$ cat config.mk
export PLATFORM = sky130hd
export DESIGN_NAME = vga_sync_gen
export DESIGN_NICKNAME = d
export VERILOG_FILES = /design/src/rtl/vga_timing_pkg.sv /design/src/rtl/sync_delay_line.sv /design/src/rtl/vga_sync_gen.sv
export SDC_FILE = /design/constraint.sdc
export NUM_CORES = 1
export LEC_CHECK = 0
export CORE_MARGIN = 2
export CORE_UTILIZATION = 25
export CTS_CLUSTER_SIZE = 25
export DETAILED_ROUTE_END_ITERATION = 8
export PLACE_DENSITY = 0.41
export SYNTH_ARGS = -nofsm -noshare
export SYNTH_HDL_FRONTEND = slang
export SYNTH_HIERARCHICAL = 1
export SYNTH_SLANG_ARGS = --single-unit
$ cat constraint.sdc
create_clock -name i_Clk -period 5.5 [get_ports i_Clk]
set_clock_uncertainty 0.1 [all_clocks]
set_input_delay 1.375 -clock i_Clk [delete_from_list [all_inputs] [get_ports i_Clk]]
set_output_delay 1.375 -clock i_Clk [all_outputs]
set_load 0.03 [all_outputs]
$ cat src/rtl/vga_timing_pkg.sv
// Shared raster timing for the 640x480@60 display path (25 MHz pixel clock).
// Coordinate width is common to the sync generator, renderer and ball logic.
package vga_timing_pkg;

  localparam int unsigned COORD_W = 10;

  localparam int unsigned VGA_H_ACTIVE = 640;
  localparam int unsigned VGA_H_FRONT  = 16;
  localparam int unsigned VGA_H_SYNC   = 96;
  localparam int unsigned VGA_H_BACK   = 48;
  localparam int unsigned VGA_V_ACTIVE = 480;
  localparam int unsigned VGA_V_FRONT  = 10;
  localparam int unsigned VGA_V_SYNC   = 2;
  localparam int unsigned VGA_V_BACK   = 33;

  localparam int unsigned VGA_H_TOTAL = VGA_H_ACTIVE + VGA_H_FRONT + VGA_H_SYNC + VGA_H_BACK;
  localparam int unsigned VGA_V_TOTAL = VGA_V_ACTIVE + VGA_V_FRONT + VGA_V_SYNC + VGA_V_BACK;

  typedef logic [COORD_W-1:0] coord_t;
  // One spare bit so window ends of exactly 1024 still compare correctly.
  typedef logic [COORD_W:0]   coord_ext_t;

  function automatic logic in_window(input coord_ext_t v, input coord_ext_t lo,
                                     input coord_ext_t hi);
    return (v >= lo) && (v < hi);
  endfunction

endpackage

$ cat src/rtl/sync_delay_line.sv
// Enable-gated shift register; DEPTH=0 degenerates to a plain wire.
// Async active-low clear loads every stage with RST_VAL.
module sync_delay_line #(
  parameter int unsigned       WIDTH   = 1,
  parameter int unsigned       DEPTH   = 1,
  parameter logic [WIDTH-1:0]  RST_VAL = '0
) (
  input  logic             i_Clk,
  input  logic             i_Rst_L,
  input  logic             i_En,
  input  logic [WIDTH-1:0] i_D,
  output logic [WIDTH-1:0] o_Q
);

  if (DEPTH == 0) begin : g_wire
    assign o_Q = i_D;
  end else begin : g_pipe
    logic [DEPTH-1:0][WIDTH-1:0] r_stage;

    always_ff @(posedge i_Clk or negedge i_Rst_L) begin
      if (!i_Rst_L) begin
        r_stage <= {DEPTH{RST_VAL}};
      end else if (i_En) begin
        r_stage[0] <= i_D;
        for (int i = 1; i < DEPTH; i++) r_stage[i] <= r_stage[i-1];
      end
    end

    assign o_Q = r_stage[DEPTH-1];
  end

endmodule

$ cat src/rtl/vga_sync_gen.sv
// Raster counters, registered sync/active decode, line/frame strobes and a
// pixel-enable delay line that realigns syncs with a registered pixel pipeline.
module vga_sync_gen
  import vga_timing_pkg::*;
#(
  parameter int unsigned H_ACTIVE   = VGA_H_ACTIVE,
  parameter int unsigned H_FRONT    = VGA_H_FRONT,
  parameter int unsigned H_SYNC     = VGA_H_SYNC,
  parameter int unsigned H_BACK     = VGA_H_BACK,
  parameter int unsigned V_ACTIVE   = VGA_V_ACTIVE,
  parameter int unsigned V_FRONT    = VGA_V_FRONT,
  parameter int unsigned V_SYNC     = VGA_V_SYNC,
  parameter int unsigned V_BACK     = VGA_V_BACK,
  parameter bit          HS_POL     = 1'b0,
  parameter bit          VS_POL     = 1'b0,
  parameter int unsigned SYNC_DELAY = 2
) (
  input  logic               i_Clk,
  input  logic               i_Rst_L,
  input  logic               i_Pix_En,
  output logic [COORD_W-1:0] o_Col,
  output logic [COORD_W-1:0] o_Row,
  output logic               o_Active,
  output logic               o_HSync,
  output logic               o_VSync,
  output logic               o_Line_Start,
  output logic               o_Frame_Start,
  output logic               o_Active_D,
  output logic               o_HSync_D,
  output logic               o_VSync_D
);

  localparam int unsigned H_TOTAL = H_ACTIVE + H_FRONT + H_SYNC + H_BACK;
  localparam int unsigned V_TOTAL = V_ACTIVE + V_FRONT + V_SYNC + V_BACK;
  localparam int unsigned CW1     = COORD_W + 1;

  if (H_TOTAL > 1024 || V_TOTAL > 1024 || SYNC_DELAY > 7) begin : g_cfg_err
    $error("vga_sync_gen: H_TOTAL/V_TOTAL must be <= 1024 and SYNC_DELAY <= 7");
  end

  localparam coord_t     H_LAST = coord_t'(H_TOTAL - 1);
  localparam coord_t     V_LAST = coord_t'(V_TOTAL - 1);
  localparam coord_ext_t HA     = CW1'(H_ACTIVE);
  localparam coord_ext_t VA     = CW1'(V_ACTIVE);
  localparam coord_ext_t HS_LO  = CW1'(H_ACTIVE + H_FRONT);
  localparam coord_ext_t HS_HI  = CW1'(H_ACTIVE + H_FRONT + H_SYNC);
  localparam coord_ext_t VS_LO  = CW1'(V_ACTIVE + V_FRONT);
  localparam coord_ext_t VS_HI  = CW1'(V_ACTIVE + V_FRONT + V_SYNC);

  coord_t r_col, r_row;
  coord_t w_col_nxt, w_row_nxt;
  logic   w_last_col, w_last_row;
  logic   w_active_nxt, w_hs_nxt, w_vs_nxt;
  logic   r_active, r_hs, r_vs, r_line_start, r_frame_start;

  assign w_last_col = (r_col == H_LAST);
  assign w_last_row = (r_row == V_LAST);
  assign w_col_nxt  = w_last_col ? '0 : r_col + 1'b1;
  assign w_row_nxt  = !w_last_col ? r_row : (w_last_row ? '0 : r_row + 1'b1);

  // Decode the next count so the registered flags land with zero skew to o_Col/o_Row.
  assign w_active_nxt = ({1'b0, w_col_nxt} < HA) && ({1'b0, w_row_nxt} < VA);
  assign w_hs_nxt = in_window({1'b0, w_col_nxt}, HS_LO, HS_HI) ? HS_POL : ~HS_POL;
  assign w_vs_nxt = in_window({1'b0, w_row_nxt}, VS_LO, VS_HI) ? VS_POL : ~VS_POL;

  always_ff @(posedge i_Clk or negedge i_Rst_L) begin
    if (!i_Rst_L) begin
      r_col         <= '0;
      r_row         <= '0;
      r_active      <= 1'b1;
      r_hs          <= ~HS_POL;
      r_vs          <= ~VS_POL;
      r_line_start  <= 1'b0;
      r_frame_start <= 1'b0;
    end else begin
      r_line_start  <= i_Pix_En && w_last_col;
      r_frame_start <= i_Pix_En && w_last_col && w_last_row;
      if (i_Pix_En) begin
        r_col    <= w_col_nxt;
        r_row    <= w_row_nxt;
        r_active <= w_active_nxt;
        r_hs     <= w_hs_nxt;
        r_vs     <= w_vs_nxt;
      end
    end
  end

  logic [2:0] w_dly_q;

  sync_delay_line #(
    .WIDTH   (3),
    .DEPTH   (SYNC_DELAY),
    .RST_VAL ({1'b0, ~HS_POL, ~VS_POL})
  ) u_sync_dly (
    .i_Clk   (i_Clk),
    .i_Rst_L (i_Rst_L),
    .i_En    (i_Pix_En),
    .i_D     ({r_active, r_hs, r_vs}),
    .o_Q     (w_dly_q)
  );

  assign o_Col         = r_col;
  assign o_Row         = r_row;
  assign o_Active      = r_active;
  assign o_HSync       = r_hs;
  assign o_VSync       = r_vs;
  assign o_Line_Start  = r_line_start;
  assign o_Frame_Start = r_frame_start;
  assign {o_Active_D, o_HSync_D, o_VSync_D} = w_dly_q;

endmodule

==> qor.csv <==
stage,metric,value,unit
status,run status,"finished, final reports clean",
routing,detailed-route wire length per cell,14.6,um
floorplanning,number of top-level design ports,31,
floorplanning,initial standard-cell utilization of the core,0.254,
critical_path,largest fanout of any net on the critical path,11,
worst_hold_path,worst hold stages,1,
timing,final-report max-slew violation count,0,
pwr,leakage power,0.869,nW
cts,clock network latency to the later pin of the worst-skew pair,0.29,ns
global_routing,number of global-route vias before repair,1406,
floorplanning,row cnt,31,
placed_design,Final HPWL DP,3.12,mm
cells_and_area,fraction of final layout cells with drive strength greater than 1,0.144,
cells_and_area,number of fill cells in the layout,782,
global_routing,first-pass GRT wire length,7.11,mm
worst_hold_path,launch instance of the worst min-delay path,u_sync_dly/o_Q[2],
critical_path,worst reg2reg path endpoint,o_Row[8],
global_routing,total global routing overflow,0,
logic_synthesis,post-synthesis instance area,1810,um2
critical_path,crit path launch type,flip-flop,
floorplanning,die extent in y,89.1,um
cts,CTS Hold Buffers Added,0,
logic_synthesis,net count of the mapped netlist,188,
routing,Detailed Route Iter0 Violations,135,
cts,setup bufs post-CTS,0,
logic_synthesis,count of state elements after synthesis,31,
timing,transition time of the tightest slew-check pin,0.461,ns
cells_and_area,nets@finish,214,
routing,post-detailed-route count of antenna-violating nets,0,
flow_run,Max-Cap Viols,0,
routing,detailed-route vias per instance,4.86,
cells_and_area,antenna diode count,0,
cts,clock tree root driver cell,clkbuf_8,
global_routing,initial antenna violation count,0,
placed_design,count of buffers inserted at the top-level ports,30,
logic_synthesis,primary flip-flop cell chosen by synthesis mapping,dfrtp_1,
timing,setup TNS,0,ns
cts,post-cts repair resize count,0,
routing,final WL,4.51,mm
global_routing,maximum number of pins on one net before global-route repair,32,
critical_path,Critical R2R Launch,o_Col[0],
critical_path,Slowest cell on crit path,clkdlybuf4s50_1,
cts,Clock Pin Slew Worst Setup and Hold Paths,0.07,ns
logic_synthesis,Syn Area/Cell,9.95,um2
routing,drt drc,0,
global_routing,global-route usage over all layers,0.117,
timing,"Min Clock Period, post-route",3.09,ns
pwr,power density of the placed cells,288,nW/um2
timing,final worst path period share,0.562,
cells_and_area,layout-stage area growth over the synthesis result,24.4,%
logic_synthesis,number of distinct library cells after synthesis,54,
cts,number of buffers created by CTS,5,
timing,unrepaired setup endpoints after global routing,false,
critical_path,Critical Path Sink Type,output pin,
cells_and_area,"most common cell after layout, fill and taps aside",clkdlybuf4s50_1,
critical_path,Worst Path Buf+Inv,1,
critical_path,slowest cell delay on critical path,0.75,ns
worst_hold_path,class of the tightest hold or removal check,reg -> reg,
cts,CTS tree,built,
critical_path,WP data required,4.03,ns
placed_design,Routability Congestion,0.776,
logic_synthesis,async set or reset register ratio after synthesis,1.00,
worst_hold_path,worst-case hold path end point,u_sync_dly/o_Q[2],
cts,maximum clock path buffer count,2,
timing,hold violation count in the final report,0,
cells_and_area,post-layout util,0.316,
routing,vias,1497,
floorplanning,CORE AREA,7140,um2
cts,H-tree Lvls,2,
cells_and_area,most frequent cells in the layout,"clkdlybuf4s50_1, dfrtp_1, nand2_1",
timing,Max Freq,324,MHz
critical_path,path type of the worst setup path,reg -> out,
logic_synthesis,number of instances in the synthesized netlist,182,
timing,setup violators final,0,
timing,Slew headroom,0.685,
floorplanning,chip width,89.1,um
cts,clock sink count,31,
routing,Pre-antenna DRT Iters,4,
critical_path,data arrival time of the critical path,1.61,ns
pwr,Max IR drop VDD,0.122,mV
critical_path,number of cell instances on the worst register-to-register path,6,
critical_path,crit-path leading delay family,buffers and inverters,
logic_synthesis,number of enable flip-flop cells after synthesis,0,
logic_synthesis,"Seq/Total Area, Yosys",0.433,
critical_path,CP cell instances,clkdlybuf4s50_1,
logic_synthesis,Synth Warn #,6,
floorplanning,die outline area,7940,um2
critical_path,internal reg-to-reg setup slack,3.04,ns
[synth_stat cells, types with 2 or more instances]
library cell	count	area (um2)
o21ai_0	12	60.1
nand4_1	7	43.8
nand2_1	16	60.1
dfrtp_1	24	601
inv_1	6	22.5
and3_1	3	18.8
nand2b_1	2	12.5
nand4b_1	2	17.5
nand3_1	9	45.0
xor2_1	2	17.5
mux2_4	6	90.1
o211ai_1	2	15.0
nor3_1	6	30.0
buf_2	7	35.0
nand3_2	2	20.0
buf_4	3	22.5
nor2_1	10	37.5
mux2i_1	3	30.0
ha_1	3	37.5
xnor2_1	7	61.3
and4_1	2	17.5
a21oi_1	4	20.0
o31ai_1	2	15.0
dfstp_2	7	184
a21o_1	2	15.0
or3_1	4	25.0
clkbuf_1	2	7.51
[cell type report]
cell class,instances,area [um2],share of cell area
inverter,6,22.5,0.00999
multi-input combinational,132,928,0.412
timing repair buffer,32,315,0.140
sequential,31,785,0.348
clock buffer,8,80.1,0.0355
tap,99,124,0.0549
[per-layer routing]
metal	up-vias	wire (um)	track usage
met5	-	0	0
met4	0	70	0.0407
met3	6	211	0.0332
met2	32	1980	0.174
met1	738	2250	0.164
li1	721	-	-
[stage by stage]
stage / instances / worst slack [ns] / power, mW / hold slack (ns) / area, um2
floorplan: 182 / 2.89 / 0.413 / 0.382 / 1810
global placement: 300 / 2.44 / 0.482 / 0.397 / 2170
detailed placement: 300 / 2.38 / 0.480 / 0.410 / 2170
CTS: 308 / 2.41 / 0.662 / 0.424 / 2250
global route: 308 / 2.37 / 0.690 / 0.445 / 2250
finish: 308 / 2.41 / 0.650 / 0.416 / 2250
[state kept, by name, summed over array words and instances, names as in the netlist]
| signal | flops |
|---|---|
| o_Row | 10 |
| o_Frame_Start | 1 |
| u_sync_dly/g_pipe.r_stage | 3 |
| o_Line_Start | 1 |
| o_Active | 1 |
| o_VSync | 1 |
| u_sync_dly/o_Q | 3 |
| o_HSync | 1 |
| o_Col | 10 |
[cell families after synthesis]
| logic type | after synthesis | share of synthesized area |
|---|---|---|
| flops | 31 | 0.433 |
| compound gates | 35 | 0.133 |
| mux | 10 | 0.0725 |
| simple gates | 75 | 0.242 |
| xor+xnor | 9 | 0.0435 |
| fa+ha+maj | 3 | 0.0207 |
| buf+inv | 19 | 0.0546 |
[report_power, final]
| part | switching (mW) | total [mW] | internal [mW] |
|---|---|---|---|
| clock network | 0.0858 | 0.176 | 0.0898 |
| registers | 0.0434 | 0.297 | 0.253 |
| logic | 0.0985 | 0.178 | 0.0793 |
[worst max path at each step]
stage / startpoint / end / cells past startpoint
6_report: o_Col[5] / o_Col[5] / 1
5_1_grt: o_Row[4] / o_Row[4] / 1
4_1_cts: o_Col[5] / o_Col[5] / 1
3_5_place_dp: i_Pix_En / o_Row[8] / 5
3_3_place_gp: i_Pix_En / o_Row[8] / 5
2_1_floorplan: i_Pix_En / o_Row[8] / 5
No activity file was read; power rests on OpenSTA's default activity.
